`config.mk`:
```
export PLATFORM = sky130hd
export DESIGN_NAME = bus_arbiter
export DESIGN_NICKNAME = d
export VERILOG_FILES = /design/src/rtl/bus_arbiter_pkg.sv /design/src/rtl/bus_arbiter.sv
export SDC_FILE = /design/constraint.sdc
export NUM_CORES = 1
export LEC_CHECK = 0
export CAP_MARGIN = 5
export CORE_ASPECT_RATIO = 0.5
export CORE_MARGIN = 5
export CORE_UTILIZATION = 31
export DETAILED_ROUTE_END_ITERATION = 6
export GPL_TIMING_DRIVEN = 0
export MAX_ROUTING_LAYER = met4
export PLACE_DENSITY = 0.81
export SLEW_MARGIN = 25
export SYNTH_ARGS = -nofsm -noshare
export SYNTH_HDL_FRONTEND = slang
export SYNTH_SLANG_ARGS = --single-unit
```
`constraint.sdc`:
```
create_clock -name clk -period 2.2 [get_ports clk]
set_input_delay 0.44 -clock clk [delete_from_list [all_inputs] [get_ports clk]]
set_output_delay 0.44 -clock clk [all_outputs]
set_load 0.01 [all_outputs]
```
`src/rtl/bus_arbiter_pkg.sv`:
```
`default_nettype none
// ============================================================================
//  Module      : bus_arbiter_pkg
//  Description : Shared definitions for the two-requester memory bus arbiter.
//                Holds the FSM state codes, the bus direction codes, the
//                default bus widths and the round-robin pick helper.
//  Revision    : 1.0  initial release
// ============================================================================
package bus_arbiter_pkg;

    // Default widths of the shared memory bus.
    localparam int c_ADDR_W = 16;
    localparam int c_DATA_W = 8;

    // Width of the burst counter. It covers the full MAX_BURST range of 0..255.
    localparam int c_BURST_W = 8;

    // Arbiter state codes (2-bit encoding).
    localparam logic [1:0] c_ST_IDLE     = 2'd0;
    localparam logic [1:0] c_ST_OWN0     = 2'd1;
    localparam logic [1:0] c_ST_OWN1     = 2'd2;
    localparam logic [1:0] c_ST_HANDOVER = 2'd3;

    // Bus direction codes.
    localparam logic c_RW_READ  = 1'b0;
    localparam logic c_RW_WRITE = 1'b1;

    // Round-robin pick between the two requesters.
    // If both request, the one that did not own the bus last wins.
    // If only one requests, that one wins.
    // The result is meaningless when nobody requests, and callers gate on that.
    function automatic logic rr_pick(input logic req0, input logic req1, input logic last);
        return (req0 && req1) ? ~last : req1;
    endfunction

endpackage
`default_nettype wire

```
`src/rtl/bus_arbiter.sv`:
```
`default_nettype none
// ============================================================================
//  Module      : bus_arbiter
//  Description : Two-requester arbiter for the shared memory bus.
//                Requester 0 is the CPU core and requester 1 the DMA master.
//                The arbiter applies round-robin on ties and bounded-burst
//                preemption, and it inserts one dead cycle on every owner
//                switch. The owner's addr/rw/wdata are muxed onto the memory
//                side.
//  Ports       : clk                          system clock (posedge)
//                rst                          asynchronous reset, active-low
//                rN_req/addr/rw/wdata         requester N request and bus fields
//                rN_gnt                       requester N owns the bus this cycle
//                mem_addr/mem_rw/mem_wdata    shared memory-side bus
//                mem_rdata                    read data from memory
//                rdata                        mem_rdata broadcast to requesters
//  Revision    : 1.0  initial release
// ============================================================================
module bus_arbiter
    import bus_arbiter_pkg::*;
#(
    parameter int ADDR_W    = c_ADDR_W,
    parameter int DATA_W    = c_DATA_W,
    parameter int MAX_BURST = 8
) (
    input  logic              clk,
    input  logic              rst,
    input  logic              r0_req,
    input  logic [ADDR_W-1:0] r0_addr,
    input  logic              r0_rw,
    input  logic [DATA_W-1:0] r0_wdata,
    output logic              r0_gnt,
    input  logic              r1_req,
    input  logic [ADDR_W-1:0] r1_addr,
    input  logic              r1_rw,
    input  logic [DATA_W-1:0] r1_wdata,
    output logic              r1_gnt,
    output logic [ADDR_W-1:0] mem_addr,
    output logic              mem_rw,
    output logic [DATA_W-1:0] mem_wdata,
    input  logic [DATA_W-1:0] mem_rdata,
    output logic [DATA_W-1:0] rdata
);

    // MAX_BURST of 0 disables preemption entirely.
    localparam logic                 c_PREEMPT_EN = (MAX_BURST != 0);
    localparam logic [c_BURST_W-1:0] c_BURST_LAST =
        (MAX_BURST == 0) ? '0 : c_BURST_W'(MAX_BURST - 1);
    localparam logic [c_BURST_W-1:0] c_BURST_SAT  = '1;

    logic [1:0]           r_state;
    logic [1:0]           w_state_nxt;
    logic                 r_last;       // 0/1 = last requester that owned the bus
    logic                 w_last_nxt;
    logic [c_BURST_W-1:0] r_burst;      // contested cycles in the current ownership
    logic [c_BURST_W-1:0] w_burst_nxt;

    logic w_pick;
    logic w_own_req;
    logic w_oth_req;

    assign w_pick    = rr_pick(r0_req, r1_req, r_last);
    assign w_own_req = (r_state == c_ST_OWN1) ? r1_req : r0_req;
    assign w_oth_req = (r_state == c_ST_OWN1) ? r0_req : r1_req;

    // ------------------------------------------------------------------
    // State register
    // ------------------------------------------------------------------
    always_ff @(posedge clk or negedge rst) begin
        if (!rst) begin
            r_state <= c_ST_IDLE;
            r_last  <= 1'b1;          // r0 wins the first tie
            r_burst <= '0;
        end else begin
            r_state <= w_state_nxt;
            r_last  <= w_last_nxt;
            r_burst <= w_burst_nxt;
        end
    end

    // ------------------------------------------------------------------
    // Next-state logic
    // ------------------------------------------------------------------
    always_comb begin
        w_state_nxt = r_state;
        w_last_nxt  = r_last;
        w_burst_nxt = r_burst;
        case (r_state)
            // IDLE and HANDOVER share the same pick rule. After a handover
            // r_last still names the outgoing owner. The other side therefore
            // wins when it requests, and the old owner wins only when it is
            // the sole requester.
            c_ST_IDLE, c_ST_HANDOVER: begin
                if (r0_req || r1_req) begin
                    w_state_nxt = w_pick ? c_ST_OWN1 : c_ST_OWN0;
                    w_last_nxt  = w_pick;
                    w_burst_nxt = '0;
                end else begin
                    w_state_nxt = c_ST_IDLE;
                end
            end
            c_ST_OWN0, c_ST_OWN1: begin
                if (!w_own_req) begin
                    w_state_nxt = w_oth_req ? c_ST_HANDOVER : c_ST_IDLE;
                end else if (w_oth_req && c_PREEMPT_EN && (r_burst == c_BURST_LAST)) begin
                    w_state_nxt = c_ST_HANDOVER;
                end else if (w_oth_req && (r_burst != c_BURST_SAT)) begin
                    // Count only the cycles in which someone is waiting.
                    w_burst_nxt = r_burst + 1'b1;
                end
            end
            default: begin
                w_state_nxt = c_ST_IDLE;
            end
        endcase
    end

    // ------------------------------------------------------------------
    // Outputs: grants decode the state register, and the memory side is a
    // plain mux of the owner's inputs. Because this is combinational,
    // mem_rw drops as soon as the asynchronous reset clears r_state.
    // ------------------------------------------------------------------
    assign r0_gnt = (r_state == c_ST_OWN0);
    assign r1_gnt = (r_state == c_ST_OWN1);
    assign rdata  = mem_rdata;

    always_comb begin
        mem_addr  = '0;
        mem_rw    = c_RW_READ;
        mem_wdata = '0;
        case (r_state)
            c_ST_OWN0: begin
                mem_addr  = r0_addr;
                mem_rw    = r0_rw;
                mem_wdata = r0_wdata;
            end
            c_ST_OWN1: begin
                mem_addr  = r1_addr;
                mem_rw    = r1_rw;
                mem_wdata = r1_wdata;
            end
            default: begin
                mem_addr  = '0;
                mem_rw    = c_RW_READ;
                mem_wdata = '0;
            end
        endcase
    end

endmodule
`default_nettype wire
```
==> results of run 1 <==
## power breakdown
part           internal (mW)  leakage [nW]  total (mW)  switching [mW]
Sequential             0.268         0.143       0.326          0.0571
Clock                  0.127        0.0228       0.203          0.0755
Combinational          0.889         0.775        1.76           0.875
Total                   1.28         0.941        2.29            1.01
## final cells by class
class | count | share of cell area (%)
timing repair buffer | 92 | 41.9
multi-input combinational | 104 | 33.0
sequential | 11 | 13.1
buffer | 15 | 6.21
tap | 42 | 2.48
clock buffer | 4 | 2.13
inverter | 7 | 1.24
## sequential cells by signal (all words and copies together), names as in the netlist
register / cells
r_burst: 8
r_state: 2
r_last: 1
## logic make-up after synthesis
family / count (synthesis) / share of synthesized area, %
AOI/OAI and AO/OA: 47 / 32.9
xor gates and xnor gates: 1 / 0.815
adders and majority gates: 3 / 3.49
buffers and inverters: 25 / 11.6
DFF: 11 / 25.7
muxes: 1 / 0.931
and+or+nand+nor: 52 / 24.4
## per-stage QoR
stage / power (mW) / cells / cell area, µm²
detailed placement: 2.02 / 270 / 2010
global placement: 1.97 / 270 / 2010
CTS: 2.26 / 275 / 2090
global route: 2.46 / 275 / 2120
floorplan: 1.22 / 140 / 1070
finish: 2.29 / 275 / 2120
## critical path, cell delays in order (launching register included)
cell and delay (ns):
dfrtp_1 0.42, ha_4 0.20, buf_4 0.13, clkbuf_4 0.18, a22oi_1 0.19, nor2_1 0.06, dlygate4sd2_1 0.28
## metal layers
metal | global-route usage (%) | vias up | routed length (µm)
li1 | - | 701 | -
met1 | 17.7 | 665 | 1690
met2 | 32.9 | 70 | 2190
met3 | 2.75 | 4 | 310
met4 | 2.92 | 0 | 22
met5 | - | - | 0
## worst max path at each step
stage	from	to	slack [ns]	cells after the start
after floorplan	r_state[0]	mem_addr[0]	0.28	6
after global placement	r_state[0]	mem_wdata[2]	-0.42	7
after detailed placement	r_state[0]	mem_wdata[2]	-0.53	7
after CTS	r_state[1]	mem_addr[15]	0.01	6
after global routing	r_state[0]	mem_addr[7]	0.007	6
final	r_state[1]	mem_addr[15]	0.06	6
## Yosys cell counts (2+ instances only)
cell       n  area share, %
a22oi_1   25             17
ha_1       3            3.5
a21oi_1    3            1.4
buf_4      8            5.6
o21ai_0    4            1.9
and3_1     4            2.3
nand3_1    6            2.8
nor3_1     2           0.93
clkbuf_1   8            2.8
o211ai_1   2            1.4
nand2_1    3            1.0
nor2_1    26            9.1
a31oi_1    2            1.2
inv_1      7            2.4
dfrtp_1   10             23
nand4_1    2            1.2
## what timing repair did
action / CTS / global route
buffers inserted: 4 / 0
resized for setup: 44 / 10
endpoints found under the setup margin: 25 / 20
gates cloned: 0 / 0
pin swaps: 0 / 0
==> metrics.md, run 1 <==
| Metric | Value |
|---|---|
| Final worst-path cycle share | `97.2%` |
| Core outline area | `3380 µm²` |
| Area of the multi-input gates | `698 µm²` |
| Synth Net Count | `205` |
| Syn Area/Cell | `7.68 µm²` |
| HP Start | `r_burst[0]` |
| Area Growth Syn to Fin | `96.9%` |
| Antenna Cells | `0` |
| RSZ-0062 raised after global routing | `no` |
| Sequential cell area | `277 µm²` |
| PortBufs | `88` |
| Util after Layout | `62.6%` |
| Ports | `97` |
| Most frequent cells in the layout | `63 x clkdlybuf4s50_1, 26 x nor2_1, 25 x a22oi_1` |
| Fmax achieved | `0.468 GHz` |
| Tightest Pin Transition | `0.503 ns` |
| Crit path DAT | `1.70 ns` |
| Fin Setup TNS | `0 ns` |
| Via density | `5.24` |
| Yosys cell types | `41` |
| Register area share after synthesis | `25.7%` |
| Mapped Cells | `140` |
| Die X | `93.3 µm` |
| Die height | `51.6 µm` |
| # nets final | `299` |
| Commonest non-fill, non-tap cell in the layout | `clkdlybuf4s50_1` |
| CP Capture Type | `output port` |
| Row cnt | `15` |
| Crit start category | `flip-flop` |
| Initial antenna violation count | `0` |
| Hold Path Depth | `1` |
| CTS clk-pin slew, worst paths | `0.05 ns` |
| Clk Tree Root Cell | `clkbuf_8` |
| CTS Hold Buffers Added | `0` |
| Max Slew Vio Count | `0` |
| Max Cap Viol | `0` |
| Worst vdd ir | `554 µV` |
| Hold_ws | `0.503 ns` |
| GRT overflow | `0` |
| Routed WL per cell | `15.3 µm` |
| Post-layout min period | `2.14 ns` |
| Slew Limit Headroom | `66.4%` |
| Worst skew pair latency | `0.24 ns` |
| Global-route wire length before repair | `6300 µm` |
| Via count | `1440` |
| Number of synthesized flops with an enable pin | `0` |
| Initial Utilization | `31.8%` |
| Global Route Usage Sum | `16.5%` |
| TritonRoute pass-1 iters | `5` |
| R2R depth | `6` |
| DIE AREA | `4820 µm²` |
| Final WS setup | `0.0621 ns` |
| Num CTS Buffers | `3` |
| CP Max Fanout | `10` |
| Ys async rst share | `100%` |
| Hold Path Class | `flip-flop to flip-flop` |
| CTS tree | `yes` |
| Worst hold endpoint | `r_burst[0]` |
| Yosys reg bits | `11` |
| WS Path Type | `flip-flop to output port` |
| Post-Place Setup Slack | `-0.526 ns` |
| # DRC | `0` |
| Largest net degree at the start of global routing | `12` |
| Clock sinks | `11` |
| H-tree Lvls | `1` |
| Reg-to-reg startpoint | `r_state[0]` |
| Reg-to-reg endpoint | `r_burst[2]` |
| Final setup viols | `0` |
| Synthesized cell area | `1070 µm²` |
| Status | `complete, no violations` |
| Fraction of layout cells with a size suffix above 1 | `13.3%` |
| Routed WL | `4210 µm` |
| RD Place Congestion | `0.816` |
| Vias in the first global route | `1333` |
| R2R setup slack | `0.31 ns` |
| Power per cell area | `1080 nW/µm²` |
| Maximum clock insertion buffer count | `2` |
| Initial DRC Count | `53` |
| Setup Skew | `0.00622 ns` |
| Synth warnings | `0` |
| Final ANT Viol Nets | `0` |
| # fillers | `295` |
| Worst Path Required | `1.76 ns` |
| Fin. Hold Viols | `0` |
| Dominant synthesized flop cell | `dfrtp_1` |
| Dpl hpwl | `3410 µm` |
| P_leak | `0.941 nW` |
(Power assumes the default switching activity.)
==> run 2: changes to the inputs <==
--- a/config.mk
+++ b/config.mk
@@ -13,6 +13,7 @@
 export GPL_TIMING_DRIVEN = 0
 export MAX_ROUTING_LAYER = met4
 export PLACE_DENSITY = 0.81
+export SETUP_SLACK_MARGIN = 0.1
 export SLEW_MARGIN = 25
 export SYNTH_ARGS = -nofsm -noshare
 export SYNTH_HDL_FRONTEND = slang
==> run 2 against run 1 <==
Against the previous run:
- final area is 0.35% lower
- combinational power is 5% higher
- non-clock buffer count is 1 higher
- sequential share of layout area hardly changed
- critical path type unchanged
- largest power group unchanged
==> metrics.md, run 2 (synthesized netlist as in run 1, its figures left out) <==
| Metric | Value |
|---|---|
| Status | `complete, no violations` |
| Ports | `97 (unchanged)` |
| Initial DRC Count | `79 (+49%)` |
| CTS clk-pin slew, worst paths | `0.05 ns (about the same)` |
| Cell Chain, Critical Path | `buf_4 > ha_2 > clkbuf_8 > clkbuf_8 > a22oi_1 > nor2_1 > buf_2` |
| Crit start category | `flip-flop` |
| Finished Layout Cells | `276 (+0.36%)` |
| # nets final | `300 (+0.33%)` |
| Crit path DAT | `1.64 ns (-0.06 ns)` |
| # DRC | `0 (unchanged)` |
| WS Path Type | `flip-flop to output port` |
| CP max-delay cell | `dfrtp_1` |
| TritonRoute pass-1 iters | `4 (-1)` |
| Routed WL | `4310 µm (+2.4%)` |
| Final Total Pwr | `2.38 mW (+3.8%)` |
| Slew Limit Headroom | `67.0% (+0.64 points)` |
| PortBufs | `88 (unchanged)` |
| Top sig layer | `met4` |
| Most flops, register | `r_burst` |
| Antenna Cells | `0 (unchanged)` |
| Final WS setup | `0.123 ns (+0.0612 ns)` |
| Biggest regs | `r_burst: 8 flops, r_state: 2 flops, r_last: 1 flops` |
| Via count | `1465 (+1.7%)` |
| Most frequent cells in the layout | `63 x clkdlybuf4s50_1, 25 x nor2_1, 20 x buf_2` |
| WL met1 | `1650 µm (-1.9%)` |
| H-tree Lvls | `1 (unchanged)` |
| Metal3 WL | `323 µm (+4.2%)` |
| CP Max Fanout | `10 (unchanged)` |
| Via density | `5.31 (+1.4%)` |
| Fmax achieved | `0.482 GHz (+2.9%)` |
| Clock sinks | `11 (unchanged)` |
| Final setup viols | `0 (unchanged)` |
| Maximum clock insertion buffer count | `2 (unchanged)` |
| Fin. Hold Viols | `0 (unchanged)` |
| Global-route wire length before repair | `6440 µm (+2.3%)` |
| Commonest non-fill, non-tap cell in the layout | `clkdlybuf4s50_1` |
| CP Capture Type | `output port` |
| Fin Setup TNS | `0 ns (unchanged)` |
| CTS tree | `yes` |
| Crit path max-delay family | `buffers and inverters` |
| Initial antenna violation count | `0 (unchanged)` |
| CTS Hold Buffers Added | `0 (unchanged)` |
| Final ANT Viol Nets | `0 (unchanged)` |
| Routed WL per cell | `15.6 µm (+2.0%)` |
| DIE AREA | `4820 µm² (unchanged)` |
| Initial Utilization | `31.8% (unchanged)` |
| WL met2 | `2250 µm (+2.7%)` |
| Num CTS Buffers | `3 (unchanged)` |
| Worst Path Required | `1.76 ns (about the same)` |
| Clk Tree Root Cell | `clkbuf_8` |
| Tightest Pin Transition | `0.493 ns (-0.00963 ns)` |
| RSZ-0062 raised after global routing | `yes` |
| Max Slew Vio Count | `0 (unchanged)` |
| Post-layout min period | `2.08 ns (-0.0612 ns)` |
| Final worst-path cycle share | `94.4% (-2.8 points)` |
| P_leak | `0.914 nW (-2.8%)` |
| Area Growth Syn to Fin | `96.2%` |
| WP buf/inv | `4 (+1)` |
| Worst vdd ir | `565 µV (+1.9%)` |
| Hold Path Class | `flip-flop to flip-flop` |
| Die X | `93.3 µm (unchanged)` |
| CP dominant cell by count | `clkbuf_8` |
| Util after Layout | `62.4% (-0.22 points)` |
| Largest net degree at the start of global routing | `12 (unchanged)` |
| Final Cell Area | `2110 µm² (-0.35%)` |
| Power per cell area | `1130 nW/µm² (+4.2%)` |
| Fraction of layout cells with a size suffix above 1 | `25.6% (+12 points)` |
| RD Place Congestion | `0.816 (unchanged)` |
| Max reg flops | `8 (unchanged)` |
| GRT overflow | `0 (unchanged)` |
| Post-Place Setup Slack | `-0.526 ns (unchanged)` |
| Vias in the first global route | `1372 (+2.9%)` |
| Worst skew pair latency | `0.24 ns (about the same)` |
| Placed Area | `2010 µm² (unchanged)` |
| Die height | `51.6 µm (unchanged)` |
| Hold_ws | `0.505 ns (+0.00196 ns)` |
| Crit-path max cell delay | `0.39 ns (-0.03 ns)` |
| Max Cap Viol | `0 (unchanged)` |
| Global Route Usage Sum | `17.1% (+0.52 points)` |
| Dpl hpwl | `3410 µm (unchanged)` |
| Placed cells | `270 (unchanged)` |
| Setup Skew | `0.00685 ns (+0.000626 ns)` |
| Core outline area | `3380 µm² (unchanged)` |
| Row cnt | `15 (unchanged)` |
run 2: per-layer routing:
| metal | global-route usage (%) | vias to the layer above |
|---|---|---|
| met2 | 32.8 | 77 |
| met4 | 5.35 | 0 |
| met1 | 18.2 | 672 |
| met3 | 2.89 | 13 |
| li1 | - | 703 |
| met5 | - | - |
run 2: where the power goes:
| group | total (mW) | switching [mW] | internal (mW) |
|---|---|---|---|
| clock network | 0.203 | 0.0759 | 0.127 |
| logic | 1.85 | 0.928 | 0.922 |
| registers | 0.327 | 0.0580 | 0.269 |
run 2: repair_timing:
item                                   in CTS  in global routing
buffers inserted                            2                  0
endpoints found under the hold margin       0                  0
resized for setup                         117                 10
setup endpoints to repair                  25                 25
run 2: worst paths after layout:
kind / start / cells after the start / slack (ns) / endpoint
worst max-delay path: r_state[0] / 7 / 0.12 / mem_wdata[7]
worst min-delay path: r_burst[0] / 1 / 0.50 / r_burst[0]
worst max register to register: r_state[0] / 7 / 0.24 / r_burst[2]
worst min register to register: r_burst[0] / 1 / 0.50 / r_burst[0]
max in group asynchronous: rst / 1 / 1.31 / r_last
min in group asynchronous: rst / 1 / 0.53 / r_burst[3]
run 2: worst register-to-register path, cell delays in order, from the launching register on:
cell	delay, ns
dfrtp_1	0.39
inv_2	0.08
ha_4	0.20
buf_6	0.13
nand3b_2	0.23
a21o_1	0.22
o21ai_0	0.38
o221ai_1	0.19
run 2: layout make-up:
cell class                 instances  area [µm²]
multi-input combinational        104         726
inverter                           7        26.3
clock buffer                       4        45.0
timing repair buffer              90         793
sequential                        11         277
fill                             282        1270
tap                               42        52.6
buffer                            18         189
==> run 3: changes to the inputs <==
--- a/config.mk
+++ b/config.mk
@@ -5,6 +5,7 @@
 export SDC_FILE = /design/constraint.sdc
 export NUM_CORES = 1
 export LEC_CHECK = 0
+export ABC_CLOCK_PERIOD_IN_PS = 2200
 export CAP_MARGIN = 5
 export CORE_ASPECT_RATIO = 0.5
 export CORE_MARGIN = 5
==> results of run 3 <==
No change in the layout: final DEF, timing and power equal those of run 2.
